<file path="src/rtl/acc_lut_arb.sv">
// Round-robin arbiter sharing one combinational accumulator-constant LUT between two ports.
// Optional per-port saturating grant counters are enabled with ACC_LUT_ARB_CNT_EN.
module acc_lut_arb #(
  parameter int unsigned KEY_W = 5,
  parameter int unsigned VAL_W = 8
`ifdef ACC_LUT_ARB_CNT_EN
  ,
  parameter int unsigned CNT_W = 16
`endif
) (
  input  logic                 clk,
  input  logic                 rst_n,
  input  logic [1:0]           req_valid,
  input  logic [2*KEY_W-1:0]   req_key,
  output logic [1:0]           req_ready,
  output logic [1:0]           resp_valid,
  output logic [2*VAL_W-1:0]   resp_value,
  input  logic [1:0]           resp_ready,
  output logic                 lut_en,
  output logic [KEY_W-1:0]     lut_key,
  input  logic [VAL_W-1:0]     lut_value
`ifdef ACC_LUT_ARB_CNT_EN
  ,
  output logic [2*CNT_W-1:0]   grant_cnt
`endif
);

  logic [1:0]         r_resp_valid;
  logic [2*VAL_W-1:0] r_resp_value;
  logic               r_last;
  logic [1:0]         w_elig;
  logic [1:0]         w_gnt;

  // A port may issue only if its response slot is free or drains this cycle; nothing is granted in reset.
  always_comb begin
    w_elig = 2'b00;
    for (int i = 0; i < 2; i++) begin
      w_elig[i] = rst_n && req_valid[i] && (!r_resp_valid[i] || resp_ready[i]);
    end
    w_gnt    = 2'b00;
    w_gnt[0] = w_elig[0] && (!w_elig[1] || r_last);
    w_gnt[1] = w_elig[1] && (!w_elig[0] || !r_last);
  end

  always_comb begin
    lut_en  = w_gnt[0] || w_gnt[1];
    lut_key = '0;
    if (w_gnt[0]) begin
      lut_key = req_key[0 +: KEY_W];
    end else if (w_gnt[1]) begin
      lut_key = req_key[KEY_W +: KEY_W];
    end
  end

  assign req_ready  = w_gnt;
  assign resp_valid = r_resp_valid;
  assign resp_value = r_resp_value;

  // Response slots: a new grant overwrites, a drain without a grant clears only the valid bit.
  always_ff @(posedge clk or negedge rst_n) begin
    if (!rst_n) begin
      r_resp_valid <= 2'b00;
      r_resp_value <= '0;
      r_last       <= 1'b1;
    end else begin
      for (int i = 0; i < 2; i++) begin
        if (w_gnt[i]) begin
          r_resp_valid[i]               <= 1'b1;
          r_resp_value[i*VAL_W +: VAL_W] <= lut_value;
        end else if (resp_ready[i]) begin
          r_resp_valid[i] <= 1'b0;
        end
      end
      if (w_gnt[0] || w_gnt[1]) begin
        r_last <= w_gnt[1];
      end
    end
  end

`ifdef ACC_LUT_ARB_CNT_EN
  logic [2*CNT_W-1:0] r_cnt;

  // Saturating grant counters.
  always_ff @(posedge clk or negedge rst_n) begin
    if (!rst_n) begin
      r_cnt <= '0;
    end else begin
      for (int i = 0; i < 2; i++) begin
        if (w_gnt[i] && (r_cnt[i*CNT_W +: CNT_W] != {CNT_W{1'b1}})) begin
          r_cnt[i*CNT_W +: CNT_W] <= r_cnt[i*CNT_W +: CNT_W] + CNT_W'(1);
        end
      end
    end
  end

  assign grant_cnt = r_cnt;
`endif

endmodule
</file>
<file path="config.mk">
export PLATFORM = sky130hd
export DESIGN_NAME = acc_lut_arb
export DESIGN_NICKNAME = d
export VERILOG_FILES = /design/src/rtl/acc_lut_arb.sv
export SDC_FILE = /design/constraint.sdc
export NUM_CORES = 1
export LEC_CHECK = 0
export ABC_AREA = 1
export ABC_CLOCK_PERIOD_IN_PS = 2400
export BUFFER_PORTS_ARGS = -buffer_cell sky130_fd_sc_hd__buf_2
export CAP_MARGIN = 20
export CELL_PAD_IN_SITES_DETAIL_PLACEMENT = 1
export CELL_PAD_IN_SITES_GLOBAL_PLACEMENT = 1
export CORE_MARGIN = 8
export CORE_UTILIZATION = 33
export CTS_BUF_LIST = sky130_fd_sc_hd__clkbuf_16
export DETAILED_ROUTE_END_ITERATION = 12
export MAX_ROUTING_LAYER = met4
export PLACE_DENSITY = 0.79
export SLEW_MARGIN = 20
export SYNTH_ARGS = -nofsm -noshare
export SYNTH_HDL_FRONTEND = slang
export SYNTH_SLANG_ARGS = --single-unit
</file>
<file path="constraint.sdc">
create_clock -name clk -period 2.4 [get_ports clk]
set_input_delay 0.48 -clock clk [delete_from_list [all_inputs] [get_ports clk]]
set_output_delay 0.48 -clock clk [all_outputs]
set_load 0.1 [all_outputs]
</file>
## Word-level counts from Yosys, hierarchy flattened

Cells that the tools add are included.

| storage, ports and cells | value |
|---|---|
| output and inout bits | 26 |
| logic and storage cells | 29 |
| flip-flop bits (word level) | 19 |

| cells by class | value |
|---|---|
| muxes and demuxes | 6 |
| reductions and logical operators | 18 |

Operators with widths:

| cell | count |
|---|---|
| $mux 5 | 2 |
| $logic_and 1x1->1 | 6 |
| $logic_not 1->1 | 5 |
| $logic_or 1x1->1 | 5 |
| $mux 1 | 4 |
| $reduce_bool 2->1 | 2 |

## Depth between registers and ports, before layout

Gate-level depths: netlist of the first run.

| logic depth | value |
|---|---|
| depth after elaboration | 8 |
| depth in mapped cells | 7 |

## Worst setup path before layout of the first run

Ideal clock, no wire load.

| timing path | value |
|---|---|
| path type | register to output |
| start point | reg r_resp_valid[0] (netlist: resp_valid[0]) |
| end point | out lut_key[0] |
| buffers on the path | 1 |
| arrival | 2.220 ns |
| cell stages (with the launch flop) | 6 |
| data required time | 1.920 ns |
| setup slack | -0.300 ns |
| path through | dfrtp_1 > nand2_1 > nand3_4 > buf_4 > nand3_1 > nand2_1 |

| on the way | value |
|---|---|
| word-level cells in the longest chain between the ends | 8 |

RTL lines:

| item | line | RTL |
|---|---|---|
| start, declared | 28 | `logic [1:0] r_resp_valid;` |
| start signal, assigned | 62 | `r_resp_valid <= 2'b00;` |
| start signal, assigned by index | 68 | `r_resp_valid[i] <= 1'b1;` |
| start signal, assigned by index | 71 | `r_resp_valid[i] <= 1'b0;` |
| $logic_not 1->1 * | 38 | `w_elig[i] = rst_n && req_valid[i] && (!r_resp_valid[i] \|\| resp_ready[i]);` |
| $logic_or 1x1->1 * | 38 |  |
| $logic_and 1x1->1 * | 38 |  |
| $logic_not 1->1 | 42 | `w_gnt[1] = w_elig[1] && (!w_elig[0] \|\| !r_last);` |
| $logic_or 1x1->1 | 42 |  |
| $logic_and 1x1->1 | 42 |  |
| $mux 5 | 50 | `end else if (w_gnt[1]) begin` |
| $mux 5 * | 48 | `if (w_gnt[0]) begin` |
| end, declared | 20 | `output logic [KEY_W-1:0] lut_key,` |

Mark *: on every way between the ends. The rest lies on a longest branch, timed or not.

## Worst setup path in the final report of the first run

| timing path | value |
|---|---|
| start point | in rst_n |
| end point | out lut_en |

| on the way | value |
|---|---|
| word-level cells in the longest chain between the ends | 6 |

RTL lines:

| item | line | RTL |
|---|---|---|
| start, declared | 12 | `input logic rst_n,` |
| $logic_and 1x1->1 (2 in a row) | 38 |  |
| $logic_not 1->1, on equally long branches | 41, 42 |  |
| $logic_or 1x1->1, on equally long branches | 41, 42 |  |
| $logic_and 1x1->1, on equally long branches | 41, 42 |  |
| $logic_or 1x1->1 * | 46 | `lut_en = w_gnt[0] \|\| w_gnt[1];` |
| end, declared | 19 | `output logic lut_en,` |

Marks and branches as above.

==> results of run 1 <==
==> cell families (layout without fill, tap and decap cells) <==
logic type	count (synthesis)	count (layout)	share of synthesized area (%)
flip-flops	19	19	50.3
buffers and inverters	14	64	9.51
AO/OA/AOI/OAI	3	3	3.96
AND/OR/NAND/NOR	74	74	36.2
==> layout make-up <==
type	instances	area, um2	share of cell area (%)
well taps	31	38.8	2.78
repair buffers	52	388	27.8
flip-flops and latches	19	479	34.3
clock buffers	3	75.1	5.38
multi-input cells	77	380	27.3
inverters	8	30.0	2.15
clock inverters	1	3.75	0.269
==> routing by layer <==
layer	track usage, %	up-vias	wire length, um
met3	4.72	5	239
li1	-	449	-
met5	-	-	0
met2	21.6	44	1480
met4	8.43	0	82
met1	14.6	432	1250
==> through the flow <==
stage          hold slack (ns)  cells  total power [mW]  cell area (um2)  util (%)
6_report                0.0805    191              1.54             1400      51.0
5_1_grt                  0.100    191              1.60             1400      51.0
4_1_cts                 0.0789    191              1.56             1400      51.0
3_5_place_dp             0.350    187              1.21             1320      48.1
3_3_place_gp             0.345    187              1.20             1320      48.1
2_1_floorplan            0.184    110              1.04              950         -
==> path summary, 6_finish.rpt <==
path,startpoint,to,slack (ns),cells after the start
max in group asynchronous,rst_n,resp_valid[0],1.87,2
worst max-delay path,rst_n,lut_en,0.17,7
worst min register to register,resp_value[8],resp_value[8],0.47,2
worst min-delay path,rst_n,resp_value[15],0.08,1
worst max register to register,r_last,resp_value[2],1.10,5
min in group clk,resp_value[8],resp_value[8],0.47,2
==> cell usage in the layout (no fill, tap or decap), drive strengths merged <==
cell type   n
buf        52
nand2      46
nand3      28
dfrtp      18
inv         9
clkbuf      3
a21oi       2
o21ai       1
dfstp       1
==> registers in the layout (all words and copies together) (netlist names) <==
name and cells:
resp_value 16, resp_valid 2, r_last 1
==> power by group through the flow <==
stage                     sequential (mW)  combinational, mW  clock [mW]
after CTS                           0.428              0.781       0.349
after detailed placement            0.432              0.780           0
after global placement              0.427              0.771           0
after floorplan                     0.848              0.191           0
after global routing                0.435              0.806       0.359
final                               0.427              0.774       0.339
==> results.md, run 1 <==
- Worst Path Buf+Inv: 3
- Post-CTS Resized: 0
- Endpoints failing hold: 0
- Worst IR Drop VDD: a little over 0.8 mV
- Largest cells by area after synthesis: dfrtp_1, nand2_1, nand3_1
- Synth cell types: 12
- Yosys warning total: 0
- Drt wl/cell: between 15 and 20 um
- Drc violations: 0
- CTS tree: built
- Die width: roughly 70 um
- CTS Hold Bufs: 0
- Clock latency on the worst-skew pair: about 0.25 ns
- Final ANT Viol Nets: 0
- Crit path launch type: primary input
- First-pass GRT wire length: 5240 um
- # IOs: 50
- Setup TNS: 0 ns
- Combinational Power Share: 50.3%
- Final wirelength: roughly 3000 um
- CP dominant cell by count: nand2_2
- Outcome: finished clean
- P_sw: around 0.8 mW
- Slew Limit Fails: 0
- Largest fanout on the critical path: 14
- Sink Count: 19
- CP top delay family: simple AND/OR/NAND/NOR gates
- CP max-delay cell: nand2_2
- CP Class: primary input to output pin
- RSZ-0062 raised after global routing: no
- CP max stage delay: 0.27 ns
- Critical-path cell list: buf_2, nand2_2, inv_1, nand3_2, nand2_2, nand2_1, buf_12
- Mean Syn Cell Area: 8.61 um2
- Clock power frac: 22.0%
- EDFF count, synth: 0
- Synthesis-stage register bit count: 19
- I/O Buffers: 49
- Hpwl dp: between 2000 and 3000 um
- DR iter-0 viols: 35
- Cell count after synthesis: between 100 and 150
- Area share of the leading cell type in the synthesized netlist: between 40 and 50%
- Total setup buffers inserted after CTS: 0
- Most frequent cell after synthesis: nand2_1
- Ys flop type: dfrtp_1
- DP Worst Slack: about 0.15 ns
- Share of cells above drive strength 1: between 40% and 50%
- Vias in the first global route: between 1k and 1.5k
- Slew HR: between 60 and 70%
- CTS H-Tree Depth: 1
- Core area: about 2700 um2
- CTS max path bufs: 2
- Clk_skew: approximately 0.0028 ns
- Grt total ovfl: 0
- Initial antenna violation count: 0
- Sequential area share after synthesis: 50.3%
- Max_cap viols: 0
- Minimum clock period: ~2.2 ns
- Syn Nets: approximately 130
- Largest net degree at the start of global routing: 16
- Initial DRT Pass Iterations: 4
- Area leader, netlist: dfrtp_1
- Sw frac: between 50 and 60%
- Pleak: about 0.8 nW
- Clock buffer count from CTS: 3
- Mapped cell area: ~950 um2
- Die area: between 4000 and 5000 um2
- RePlAce Congestion: a little over 0.8
- Root Driver: clkbuf_16
- Top cells by count, synth: nand2_1, nand3_1, dfrtp_1
- HP Class: primary input to async pin
- P&R area growth vs syn: 47.3%
- Via count: 930
- Final Setup Violations: 0
- WP data required: roughly 1.9 ns
- CP Capture Type: output pin
- Final net count: about 190
- Die height: around 70 um
- Reg power frac: between 20% and 30%
- Core Rows: 19
- Vias/cell: approximately 5
- Worst-margin pin slew: around 0.5 ns
- Worst-path clk slew: roughly 0.05 ns
- Overall routing resource usage: between 10% and 20%
- Initial Utilization: about a third
- Worst EP arrival: between 1.5 and 2 ns
- Ant. Diodes: 0
- Fill count: 346
- PD cells: around 1100 nW/um2
- F_max: approximately 450 MHz
- Crit share post-route: around 93%
- Ys async rst share: between 90% and 100%
- Internal Pwr Total: between 0.7 and 0.8 mW
- Final WS setup: between 0.15 and 0.2 ns
Note: power is estimated with default switching activity, not from simulation.
==> inputs of run 2 (changes only) <==
- ABC_AREA: 1 -> default
- ABC_CLOCK_PERIOD_IN_PS: 2400 -> 2800
- PLACE_DENSITY: 0.79 -> 0.77
- clock period: 2.4 -> 2.8 ns (I/O delays scaled with it)
==> results.md, run 2 <==
- Outcome: finished clean (unchanged)
- Final Setup Violations: 0 (unchanged)
- Final WS setup: 0.412 ns (was 0.166 ns)
- FF-to-FF Start: resp_valid[0] (was r_last)
- Fill count: 283 (was 346)
- Setup TNS: 0 ns (unchanged)
- Synthesis-stage register bit count: 19 (unchanged)
- Crit path launch type: flip-flop (was primary input)
- Largest cells by area after synthesis: dfrtp_1, mux2_2, nand2_1 (was dfrtp_1, nand2_1, nand3_1)
- Area share of the leading cell type in the synthesized netlist: 52.6% (was 47.6%)
- Placed instance area: 1290 um2 (was 1320 um2)
- CTS H-Tree Depth: 1 (unchanged)
- Vias in the first global route: 869 (was 1,082)
- CTS Hold Bufs: 0 (unchanged)
- Drt wl/cell: 17.4 um (was 16.0 um)
- DR iter-0 viols: 20 (was 35)
- First-pass GRT wire length: 4260 um (was 5240 um)
- Crit path from: r_last (was rst_n)
- # IOs: 50 (unchanged)
- Clock buffer count from CTS: 3 (unchanged)
- HP Class: primary input to async pin (unchanged)
- Met1 Usage GRT: 14.4% (was 14.6%)
- Clk_skew: 0.00254 ns (was 0.00276 ns)
- Syn Nets: 94 (was 134)
- Via count: 745 (was 930)
- Pleak: 0.653 nW (was 0.799 nW)
- Core area: 2480 um2 (was 2730 um2)
- Synth cell types: 18 (was 12)
- CTS max path bufs: 2 (unchanged)
- Slew Limit Fails: 0 (unchanged)
- Area leader, netlist: dfrtp_1 (unchanged)
- Sink Count: 19 (unchanged)
- I/O Buffers: 49 (unchanged)
- RePlAce Congestion: 0.752 (was 0.815)
- Endpoints failing hold: 0 (unchanged)
- Die area: 4480 um2 (was 4840 um2)
- Root Driver: clkbuf_16 (unchanged)
- PD cells: 1150 nW/um2 (was 1100 nW/um2)
- Minimum clock period: between 2 and 2.5 ns
- Die height: 66.9 um (was 69.6 um)
- CTS tree: built (unchanged)
- Hpwl dp: 2160 um (was 2520 um)
- Core Rows: 18 (was 19)
- Sequential area share after synthesis: 55.7% (was 50.3%)
- Total setup buffers inserted after CTS: 0 (unchanged)
- Overall routing resource usage: 12.8% (was 13.8%)
- Worst-path clk slew: 0.06 ns (was 0.05 ns)
- Top cells by count, synth: dfrtp_1, mux2_2, nand2_1 (was nand2_1, nand3_1, dfrtp_1)
- Worst-margin pin slew: 0.660 ns (was 0.501 ns)
- Utilization after layout: 55.3% (was 51.0%)
- EDFF count, synth: 0 (unchanged)
- Die width: 66.9 um (was 69.6 um)
- Largest net degree at the start of global routing: 20 (was 16)
- Initial antenna violation count: 1 (was 0)
- Cell count after synthesis: 70 (was 110)
- P&R area growth vs syn: 60.1% (was 47.3%)
- Slew HR: 55.8% (was 66.8%)
- Initial Utilization: 34.5% (was 34.6%)
- Commonest non-fill, non-tap cell in the layout: buf_2
- Drc violations: 0 (unchanged)
- Ys flop type: dfrtp_1 (unchanged)
- Mean Syn Cell Area: 12.2 um2 (was 8.61 um2)
- Crit share post-route: 85.3%
- Share of cells above drive strength 1: 66.9% (was 41.9%)
- Vias/cell: 4.81 (was 4.87)
- Post-CTS Resized: 0 (unchanged)
- Max FFs per register: 16 (unchanged)
- Multi-input logic area: 392 um2 (was 380 um2)
- Final net count: 149 (was 185)
- CP Capture Type: output pin (unchanged)
- CP Class: flip-flop to output pin (was primary input to output pin)
- RSZ-0062 raised after global routing: no (unchanged)
- Storage element area: 478 um2 (was 479 um2)
- DP Worst Slack: 0.455 ns (was 0.147 ns)
- Max_cap viols: 0 (unchanged)
- Initial DRT Pass Iterations: 4 (unchanged)
- Ys async rst share: 100% (unchanged)
- Most frequent cell after synthesis: dfrtp_1 (was nand2_1)
- GR peak layer: met2 (unchanged)
- Final wirelength: 2700 um (was 3050 um)
- GRT met2 Usage: 21.4% (was 21.6%)
- Largest fanout on the critical path: 5 (was 14)
- Commonest non-fill, non-tap cells in the layout: buf_2, dfrtp_1, mux2_2 (was nand2_1, buf_2, nand3_1)
- Clock latency on the worst-skew pair: 0.25 ns (about the same)
- Grt total ovfl: 0 (unchanged)
- WP data required: 2.24 ns (was 1.92 ns)
- Final ANT Viol Nets: 0 (unchanged)
- Met3 Track Usage GR: 4.19% (was 4.72%)
- Final Cell Area: 1370 um2 (was 1400 um2)
- F_max: roughly 420 MHz
- WHS: 0.452 ns (was 0.0805 ns)
- Yosys warning total: 0 (unchanged)
- Worst IR Drop VDD: 0.838 mV (was 0.825 mV)
- Mapped cell area: 856 um2 (was 947 um2)
- Worst EP arrival: 1.83 ns (was 1.75 ns)
==> run 2: changes by cell type after synthesis, sizes merged, moves of 5 or more <==
cell and delta:
o22ai +5, mux2 +16, nand2 -32, buf -5, inv -6, nand3 -28
==> run 2: path summary, 6_finish.rpt <==
kind	to	slack [ns]	cells after the start
setup / recovery	lut_key[2]	0.41	4
hold / removal	resp_value[4]	0.45	2
max in group asynchronous	r_last	2.09	2
min in group clk	resp_value[5]	0.51	1
hold reg to reg	resp_value[5]	0.51	1
setup reg to reg	resp_value[3]	1.10	5
==> run 2: cell families (layout without fill, tap and decap cells) <==
logic type	after synthesis	in the layout	synth area share, %
buf+inv	4	58	2.63
flops	19	19	55.7
simple gates	19	19	10.1
mux	16	16	21.1
compound gates	12	12	10.5
other cells	0	1	0
==> run 2: layout make-up <==
cell class                 instances  share of cell area [%]
tap                               30                    2.74
timing repair buffer              52                    27.2
antenna                            1                   0.183
sequential                        19                    34.9
inverter                           2                   0.548
clock buffer                       3                    5.48
multi-input combinational         47                    28.6
clock inverter                     1                   0.365
==> run 2: worst max-delay path, cell delays in order, from the launching register on <==
cell and delay [ns]:
dfstp_2 0.55, nand2_1 0.07, o211ai_1 0.54, o22ai_2 0.19
buf_12 0.22
==> run 2: where the power goes <==
part / internal (mW) / switching, mW / leakage (nW)
Sequential: 0.352 / 0.0416 / 0.222
Clock: 0.191 / 0.101 / 0.0409
Combinational: 0.168 / 0.719 / 0.389
==> run 2: per-layer routing <==
metal,up-vias,part of all wire [%]
li1,354,-
met1,354,42
met2,37,48
met3,0,10
met4,0,0
met5,-,0
==> run 2: per-stage QoR <==
stage,power [mW],instances
floorplan,1.10,70
global placement,1.27,150
detailed placement,1.29,150
CTS,1.59,154
global route,1.62,155
finish,1.57,155
